[src/rtl/ula_sequencial_if.sv]
// ula_sequencial_if: request/response bundle between the instruction decoder
// side (master) and the sequential ULA (slave). WIDTH must match the ULA's WIDTH.
interface ula_sequencial_if #(
  parameter int WIDTH = 8
);
  logic             start;
  logic [3:0]       ula_operation;
  logic [WIDTH-1:0] a;
  logic [WIDTH-1:0] b;
  logic             busy;
  logic             done;
  logic [WIDTH-1:0] result;
  logic [WIDTH-1:0] result_hi;
  logic             carry;
  logic             zero;
  logic             error;

  modport master (
    output start, ula_operation, a, b,
    input  busy, done, result, result_hi, carry, zero, error
  );

  modport slave (
    input  start, ula_operation, a, b,
    output busy, done, result, result_hi, carry, zero, error
  );
endinterface

[src/rtl/ula_sequencial.sv]
// ula_sequencial: sequential ULA. Logic and add/sub ops finish in one EXEC
// cycle. MUL is iterative shift-add and DIV/MOD are restoring division, both
// WIDTH steps long. Results and flags are registered and announced by a
// one-cycle done pulse.
module ula_sequencial #(
  parameter int WIDTH = 8
) (
  input logic             clk,
  input logic             rst_n,
  ula_sequencial_if.slave bus
);

  localparam int CW = $clog2(WIDTH + 1);

  localparam logic [3:0] OP_ADD  = 4'b0001;
  localparam logic [3:0] OP_SUB  = 4'b0010;
  localparam logic [3:0] OP_MUL  = 4'b0011;
  localparam logic [3:0] OP_DIV  = 4'b0100;
  localparam logic [3:0] OP_MOD  = 4'b0101;
  localparam logic [3:0] OP_AND  = 4'b0110;
  localparam logic [3:0] OP_OR   = 4'b0111;
  localparam logic [3:0] OP_XOR  = 4'b1000;
  localparam logic [3:0] OP_NOT  = 4'b1001;
  localparam logic [3:0] OP_NOR  = 4'b1010;
  localparam logic [3:0] OP_NAND = 4'b1011;
  localparam logic [3:0] OP_XNOR = 4'b1100;

  typedef enum logic [1:0] {IDLE, EXEC, ITER, FIN} state_t;

  state_t           state;
  state_t           state_nxt;

  logic [3:0]       op_r;
  logic [WIDTH-1:0] a_r;
  logic [WIDTH-1:0] b_r;
  logic [CW-1:0]    count;

  // acc_hi: MUL high half / DIV partial remainder; acc_lo: MUL low half / DIV quotient
  logic [WIDTH-1:0] acc_hi;
  logic [WIDTH-1:0] acc_lo;

  logic             is_iter;
  logic [WIDTH:0]   mul_sum;
  logic [WIDTH:0]   div_shift;
  logic [WIDTH:0]   div_trial;
  logic             div_ok;

  logic [WIDTH-1:0] nxt_result;
  logic [WIDTH-1:0] nxt_result_hi;
  logic             nxt_carry;
  logic             nxt_zero;
  logic             nxt_error;
  logic             finishing;

  // MUL always iterates; DIV/MOD iterate only when the divisor is nonzero
  assign is_iter = (bus.ula_operation == OP_MUL) ||
                   (((bus.ula_operation == OP_DIV) || (bus.ula_operation == OP_MOD)) &&
                    (bus.b != '0));

  // One shift-add step: conditionally add b to the high half, then shift the pair right
  assign mul_sum = {1'b0, acc_hi} + ({1'b0, b_r} & {(WIDTH + 1){acc_lo[0]}});

  // One restoring step: bring in the next dividend bit, keep the trial only if non-negative
  assign div_shift = {acc_hi, acc_lo[WIDTH-1]};
  assign div_trial = div_shift - {1'b0, b_r};
  assign div_ok    = ~div_trial[WIDTH];

  assign finishing = (state == EXEC) || (state == FIN);

  // State register
  always_ff @(posedge clk or negedge rst_n) begin
    if (!rst_n) begin
      state <= IDLE;
    end else begin
      state <= state_nxt;
    end
  end

  // Next-state logic: ITER runs until the down-counter reaches its final step
  always_comb begin
    state_nxt = state;
    case (state)
      IDLE: if (bus.start) state_nxt = is_iter ? ITER : EXEC;
      EXEC: state_nxt = IDLE;
      ITER: if (count == CW'(1)) state_nxt = FIN;
      FIN:  state_nxt = IDLE;
      default: state_nxt = IDLE;
    endcase
  end

  // Output logic: busy flag and the values to be registered on the done edge
  always_comb begin
    bus.busy      = (state != IDLE);
    nxt_result    = '0;
    nxt_result_hi = '0;
    nxt_carry     = 1'b0;
    nxt_error     = 1'b0;
    if (state == FIN) begin
      case (op_r)
        OP_MUL: begin
          nxt_result    = acc_lo;
          nxt_result_hi = acc_hi;
        end
        OP_DIV: begin
          nxt_result    = acc_lo;
          nxt_result_hi = acc_hi;
        end
        OP_MOD: nxt_result = acc_hi;
        default: nxt_error = 1'b1;
      endcase
    end else begin
      case (op_r)
        OP_ADD: {nxt_carry, nxt_result} = {1'b0, a_r} + {1'b0, b_r};
        OP_SUB: begin
          nxt_result = a_r - b_r;
          nxt_carry  = (a_r < b_r);
        end
        OP_DIV, OP_MOD: begin
          nxt_result    = '1;
          nxt_result_hi = a_r;
          nxt_error     = 1'b1;
        end
        OP_AND:  nxt_result = a_r & b_r;
        OP_OR:   nxt_result = a_r | b_r;
        OP_XOR:  nxt_result = a_r ^ b_r;
        OP_NOT:  nxt_result = ~a_r;
        OP_NOR:  nxt_result = ~(a_r | b_r);
        OP_NAND: nxt_result = ~(a_r & b_r);
        OP_XNOR: nxt_result = ~(a_r ^ b_r);
        default: nxt_error = 1'b1;
      endcase
    end
    nxt_zero = (nxt_result == '0);
  end

  // Operand capture in IDLE and one iteration step per cycle in ITER
  always_ff @(posedge clk or negedge rst_n) begin
    if (!rst_n) begin
      op_r   <= '0;
      a_r    <= '0;
      b_r    <= '0;
      count  <= '0;
      acc_hi <= '0;
      acc_lo <= '0;
    end else begin
      case (state)
        IDLE: begin
          if (bus.start) begin
            op_r   <= bus.ula_operation;
            a_r    <= bus.a;
            b_r    <= bus.b;
            count  <= CW'(WIDTH);
            acc_hi <= '0;
            acc_lo <= bus.a;
          end
        end
        ITER: begin
          count <= count - CW'(1);
          if (op_r == OP_MUL) begin
            acc_hi <= mul_sum[WIDTH:1];
            acc_lo <= {mul_sum[0], acc_lo[WIDTH-1:1]};
          end else begin
            acc_hi <= div_ok ? div_trial[WIDTH-1:0] : div_shift[WIDTH-1:0];
            acc_lo <= {acc_lo[WIDTH-2:0], div_ok};
          end
        end
        default: ;
      endcase
    end
  end

  // Result registers: load and pulse done only when leaving EXEC or FIN
  always_ff @(posedge clk or negedge rst_n) begin
    if (!rst_n) begin
      bus.done      <= 1'b0;
      bus.result    <= '0;
      bus.result_hi <= '0;
      bus.carry     <= 1'b0;
      bus.zero      <= 1'b0;
      bus.error     <= 1'b0;
    end else begin
      bus.done <= finishing;
      if (finishing) begin
        bus.result    <= nxt_result;
        bus.result_hi <= nxt_result_hi;
        bus.carry     <= nxt_carry;
        bus.zero      <= nxt_zero;
        bus.error     <= nxt_error;
      end
    end
  end

endmodule

[src/flat_wrapper.sv]
// flat-port wrapper written by rule: the top's interface ports become plain ports
module ula_sequencial_flat 
#(
  parameter int WIDTH = 8
)
  (clk, rst_n, bus_start, bus_ula_operation, bus_a, bus_b, bus_busy, bus_done, bus_result, bus_result_hi, bus_carry, bus_zero, bus_error);
  ula_sequencial_if #(.WIDTH(WIDTH)) bus_i ();
  input logic clk;
  input logic rst_n;
  input wire logic [$bits(bus_i.start)-1:0] bus_start;
  input wire logic [$bits(bus_i.ula_operation)-1:0] bus_ula_operation;
  input wire logic [$bits(bus_i.a)-1:0] bus_a;
  input wire logic [$bits(bus_i.b)-1:0] bus_b;
  output wire logic [$bits(bus_i.busy)-1:0] bus_busy;
  output wire logic [$bits(bus_i.done)-1:0] bus_done;
  output wire logic [$bits(bus_i.result)-1:0] bus_result;
  output wire logic [$bits(bus_i.result_hi)-1:0] bus_result_hi;
  output wire logic [$bits(bus_i.carry)-1:0] bus_carry;
  output wire logic [$bits(bus_i.zero)-1:0] bus_zero;
  output wire logic [$bits(bus_i.error)-1:0] bus_error;
  assign bus_i.start = bus_start;
  assign bus_i.ula_operation = bus_ula_operation;
  assign bus_i.a = bus_a;
  assign bus_i.b = bus_b;
  assign bus_busy = bus_i.busy;
  assign bus_done = bus_i.done;
  assign bus_result = bus_i.result;
  assign bus_result_hi = bus_i.result_hi;
  assign bus_carry = bus_i.carry;
  assign bus_zero = bus_i.zero;
  assign bus_error = bus_i.error;
  ula_sequencial #(.WIDTH(WIDTH)) u_core (.clk(clk), .rst_n(rst_n), .bus(bus_i));
endmodule
[config.mk]
export PLATFORM = sky130hd
export DESIGN_NAME = ula_sequencial_flat
export DESIGN_NICKNAME = d
export VERILOG_FILES = /design/src/rtl/ula_sequencial_if.sv /design/src/rtl/ula_sequencial.sv /design/src/flat_wrapper.sv
export SDC_FILE = /design/constraint.sdc
export NUM_CORES = 1
export LEC_CHECK = 0
export ABC_CLOCK_PERIOD_IN_PS = 3500
export CORE_MARGIN = 2
export CORE_UTILIZATION = 50
export DETAILED_ROUTE_END_ITERATION = 8
export HOLD_SLACK_MARGIN = 0.06
export PLACE_DENSITY = 0.73
export SLEW_MARGIN = 20
export SYNTH_ARGS = -nofsm -noshare
export SYNTH_HDL_FRONTEND = slang
export SYNTH_SLANG_ARGS = --single-unit
[constraint.sdc]
create_clock -name clk -period 3.5 [get_ports clk]
set_clock_uncertainty 0.2 [all_clocks]
set_input_delay 0.525 -clock clk [delete_from_list [all_inputs] [get_ports clk]]
set_output_delay 0.525 -clock clk [all_outputs]
set_load 0.01 [all_outputs]
==> Word-level counts from Yosys, hierarchy flattened <==
Cells that the tools add are included.
{ "totals": {"reg_bits": 62, "out_inout_bits": 21} }
{ "op_classes": {"addsub": 5, "magnitude_cmp": 1, "n_eq_ne": 21, "n_mux": 24, "bitwise": 9, "reduce_logical": 17} }
{ "ops": {"columns": ["operator", "count"], "rows": [
  ["$pmux W8 S10", 1],
  ["$mux W8", 9],
  ["$pmux W8 S2", 3],
  ["$not A8 Y8", 4],
  ["$eq A4 B3 Y1 const B", 6],
  ["$eq A4 B4 Y1 const B", 5],
  ["$eq A4 B2 Y1 const B", 3],
  ["$add A8 B8 Y9", 1],
  ["$add A8 B9 Y9", 1],
  ["$and A8 B9 Y9", 1],
  ["$reduce_or A9 Y1", 1],
  ["$sub A9 B8 Y9", 1],
  ["$and A8 B8 Y8", 1],
  ["$eq A4 B1 Y1 const B", 2],
  ["$logic_not A8 Y1", 1],
  ["$lt A8 B8 Y1", 1],
  ["$or A8 B8 Y8", 1],
  ["$pmux W4 S2", 1],
  ["$reduce_bool A8 Y1", 1],
  ["$sub A8 B8 Y8", 1],
  ["$xor A8 B8 Y8", 1],
  ["$mux W2", 3],
  ["$pmux W2 S3", 1],
  ["$reduce_and A2 Y1", 3],
  ["other kinds (15)", 24]
]} }

==> Depth between registers and ports, before layout <==
{ "depth": {"ltp_word": 7, "mapped_depth": 12} }

==> Worst setup path after synthesis <==
Ideal clock, no wire load.
{ "synth_timing": {"path_kind": "reg-to-reg", "startpoint": "register u_core.acc_lo[7]", "endpoint": "register u_core.acc_hi[1]", "t_arrival_ps": 2511, "required_time_ps": 3180, "slack_ps": 669, "path_stages_with_launch": 13, "n_path_buf": 1, "synth_period_minus_slack_ps": 2831, "cell_sequence": "dfrtp_1 > inv_1 > ha_1 > inv_1 > fa_1 > a21oi_1 > o211ai_1 > o41ai_4 > xnor2_1 > buf_2 > mux2i_1 > a21oi_1 > a31o_1"} }
{ "synth_between": {"elab_chain_len": 4} }
{ "synth_rtl": {"columns": ["item", "line_no", "source"], "rows": [
  ["start: declaration", "ula_sequencial.sv:40", "logic [WIDTH-1:0] acc_lo;"],
  ["start signal: assignment", "ula_sequencial.sv:154", "acc_lo <= bus.a;"],
  ["start signal: assignment", "ula_sequencial.sv:161", "acc_lo <= {mul_sum[0], acc_lo[WIDTH-1:1]};"],
  ["start signal: assignment", "ula_sequencial.sv:164", "acc_lo <= {acc_lo[WIDTH-2:0], div_ok};"],
  ["$sub A9 B8 Y9", "ula_sequencial.sv:65", "assign div_trial = div_shift - {1'b0, b_r};"],
  ["$mux W8", "ula_sequencial.sv:163", "acc_hi <= div_ok ? div_trial[WIDTH-1:0] : div_shift[WIDTH-1:0];"],
  ["$mux W8", "ula_sequencial.sv:159", "if (op_r == OP_MUL) begin"],
  ["$pmux W8 S2", "ula_sequencial.sv:146", "case (state)"],
  ["end signal: assignment", "ula_sequencial.sv:160", "acc_hi <= mul_sum[WIDTH:1];"],
  ["end signal: assignment", "ula_sequencial.sv:163", null],
  ["end: declaration", "ula_sequencial.sv:39", "logic [WIDTH-1:0] acc_hi;"]
]} }
No other way between the ends.
A chain may end at the register's enable or synchronous reset.

==> Final worst setup path <==
{ "layout_timing": {"startpoint": "register u_core.acc_lo[7]", "endpoint": "register u_core.acc_hi[5]"} }
The elaborated chain is that of the path after synthesis.

==> summary.txt <==
STA
  • Final Max Slew Viols: 0
  • Measured slew at the worst slew-check pin: ~0.84 ns
  • Slew HR: between 40% and 50%
  • Tmin final: 3.104 ns
  • Final Hold Viols: 0
  • Setup TNS: 0 ns
  • Unrepaired setup endpoints after global routing: false
  • Final Cycle Share: roughly nine tenths
  • Fmax achieved: 0.3221 GHz
  • Setup Viol. Count Final: 0

Finish
  • Share of cells above drive strength 1: under 10%
  • Area grow syn2layout: 14.69%
  • Fill count: between 900 and 1000
  • Antenna cell count: 0
  • Final net count: about 750
  • Fin util: 59.53%

Setup path
  • Crit path DAT: around 3.1 ns
  • Crit end category: flop
  • Setup crit start kind: flop
  • CP delay by family, top: compound AO/OA/AOI/OAI gates
  • Top cell by count, worst path: inv_1
  • CP Max Fanout: 7
  • Worst EP required: 3.53 ns
  • Slowest CP cell: dfrtp_1
  • Crit-path cells: inv_1 > ha_1 > inv_1 > fa_1 > a21oi_1 > o211ai_1 > o41ai_4 > xnor2_1 > nor2b_1 > a211oi_1 > o31ai_1
  • CP Buf/Inv Count: 2
  • Crit Path Category: flop to flop
  • Max incr delay on CP: around 0.41 ns

Global routing
  • GRT Total Usage: a little under a third
  • Largest net degree at the start of global routing: 41
  • Vias in the first global route: between 5000 and 6000
  • First-pass GRT wire length: 27.46 mm
  • Initial antenna violation count: 0
  • Grt total ovfl: 0

Route
  • Drt wl/cell: roughly 21 µm
  • DRC viols: 0
  • Routed Antenna Nets: 0
  • Vias/cell: ~6.4
  • Pre-Repair DR Iteration Count: 8
  • Post-Route WL: 17.20 mm
  • Via count: roughly 5300
  • Initial detailed-routing violation count: between 500 and 600

Pwr
  • LEAKAGE: ~2.7 nW
  • Pwr/cell area: between 900 and 1000 nW/µm²
  • IR Drop Worst-Case VDD: 0.5550 mV

Clock network
  • Post-CTS Setup Bufs: 0
  • Inserted Clock Buffers: 9
  • Worst-Skew Late Latency: 0.35 ns
  • Clock sinks: just over 60
  • Clk slew on worst S/H paths: about 0.08 ns
  • CTS tree: yes
  • Htree depth: 3
  • Clk root buf: clkbuf_8
  • Post-CTS sizing: 0
  • CTS max path bufs: 2

Min path
  • Type of the most critical hold path: flop to flop

Logic synthesis
  • Synth Area in Adders: around 12%
  • Mean post-synth cell area: 8.450 µm²
  • Synth Area in XOR/XNOR: approximately 3.3%
  • Sequential share of the synthesized area: 28.82%
  • Post-synth top flop: dfrtp_1
  • Mapped Area: approximately 5400 µm²
  • Post-Synth Simple-Gate Area: between 20% and 30%
  • Number of synthesized flops with an enable pin: 0
  • Mux cell area share after synthesis: 3.626%
  • Synth cell types: 80
  • Gate Count Post-Synth: ~640
  • Synth Register Bits: 62
  • Compound-Gate Fraction of Synth Area: roughly 25%
  • FFs w/ async S/R, synth: 100.0%
  • Main combinational cell family by area after synthesis: compound AO/OA/AOI/OAI gates
  • Post-Synthesis Net Count: just over 700
  • Yosys warns: 0

Placement
  • Post-DP HPWL: around 13 mm
  • RD Place Congestion: about 0.95
  • # port buffers: 43

Floorplan
  • Die ar.: 11610 µm²
  • Row count: 37
  • Initial Utilization: between 50% and 60%
  • I/O Pins: between 40 and 50
  • Die Height: roughly 110 µm
  • Die Width: roughly 110 µm
  • Total core area: ~10000 µm²

Status
  • Status: finished clean

Run
  • Max-Cap Viols: 0
-- path summary, 6_finish.rpt --
kind                                      start                    to  slack (ns)  cells after the start
max                            u_core.acc_lo[7]      u_core.acc_hi[5]        0.40                     11
min                        u_core.bus.result[2]  u_core.bus.result[2]        0.29                      1
max reg2reg                    u_core.acc_lo[7]      u_core.acc_hi[5]        0.40                     11
min reg2reg                u_core.bus.result[2]  u_core.bus.result[2]        0.29                      1
max in group asynchronous                 rst_n      u_core.acc_lo[4]        1.83                      3
min in group asynchronous                 rst_n      u_core.acc_lo[2]        0.49                      2
-- report_power, final --
| part | switching (mW) | internal [mW] |
|---|---|---|
| sequential | 0.385 | 0.998 |
| clock | 0.337 | 0.426 |
| combinational | 1.99 | 1.53 |
-- logic make-up (layout without fill, tap and decap cells) --
group | count (synthesis) | count (layout)
compound gates | 194 | 194
xor+xnor | 20 | 20
fa+ha+maj | 50 | 50
buf+inv | 74 | 118
flops | 62 | 62
mux | 19 | 19
simple gates | 218 | 218
-- synth_stat cells (all sizes together), types with 14 or more instances --
library cell  instances  area share [%]
xnor2                16             2.6
nand2                72             5.0
nor3                 22             2.0
dfrtp                62              29
mux2i                15             2.8
inv                  33             2.3
a21oi                37             3.5
o21ai                43             4.0
a211oi               14             2.0
ha                   46              11
clkbuf               18             1.3
buf                  22             2.9
nor2                 51             3.6
-- cells in the final DEF, fill, tap and decap left out, types with 6 or more instances in the layout --
master,Yosys,layout
inv_1,32,32
dfrtp_1,62,62
o211ai_1,9,9
a211oi_1,14,14
o21ai_0,40,40
clkbuf_8,0,10
o22ai_1,9,9
xnor2_1,16,16
a21oi_1,36,36
nor2_1,51,51
clkdlybuf4s50_1,0,42
mux2i_1,15,15
nand2b_1,8,8
ha_1,46,46
buf_4,6,24
nor3_1,22,22
a221oi_1,9,9
nor2b_1,10,10
a31oi_1,12,12
nand2_1,72,72
nand3_1,9,9
a21o_1,6,6
-- area by class of cell --
type	count	area [µm²]	share of cell area [%]
Sequential cell	62	1551	25.13
Timing Repair Buffer	68	615.6	9.972
Clock buffer	10	137.6	2.229
Tap cell	136	170.2	2.756
Multi-Input combinational cell	501	3480	56.36
Clock inverter	6	91.34	1.480
Inverter	34	127.6	2.067
-- state kept, by name, summed over array words and instances, names as in the netlist --
| register | count |
|---|---|
| u_core.bus.done | 1 |
| u_core.bus.result | 8 |
| u_core.bus.carry | 1 |
| u_core.bus.zero | 1 |
| u_core.bus.result_hi | 8 |
| u_core.state | 2 |
| u_core.op_r | 4 |
| u_core.b_r | 8 |
| u_core.bus.error | 1 |
| u_core.a_r | 8 |
| u_core.acc_lo | 8 |
| u_core.acc_hi | 8 |
| u_core.count | 4 |
-- metal layers --
| layer | track usage [%] | part of all wire [%] |
|---|---|---|
| met2 | 50.09 | 48 |
| met3 | 5.145 | 7.8 |
| met5 | 0 | 0 |
| met1 | 40.51 | 41 |
| met4 | 13.00 | 3.8 |
-- worst register-to-register path: stages, from the launching register on --
cell and delay (ns):
dfrtp_1 0.41, inv_1 0.11, ha_1 0.18, inv_1 0.05, fa_1 0.39, a21oi_1 0.20, o211ai_1 0.19, o41ai_4 0.31
xnor2_1 0.41, nor2b_1 0.10, a211oi_1 0.31, o31ai_1 0.12
-- metrics by stage --
stage / total power [mW] / instance area [µm²] / setup WS (ns) / hold WS (ns) / std cells
2_1_floorplan: 3.789 / 5383 / 0.6691 / 0.02941 / 637
3_3_place_gp: 4.742 / 5934 / 0.4944 / 0.2670 / 800
3_5_place_dp: 4.814 / 5934 / 0.4197 / 0.2747 / 800
4_1_cts: 5.592 / 6173 / 0.4271 / 0.2937 / 817
5_1_grt: 6.059 / 6173 / 0.1827 / 0.3126 / 817
6_report: 5.663 / 6173 / 0.3957 / 0.2896 / 817
-- repair_timing --
action	CTS	global route
endpoints found under the hold margin	20	0
endpoints found under the setup margin	0	0
hold buffers	1	0
(Power assumes the default switching activity.)
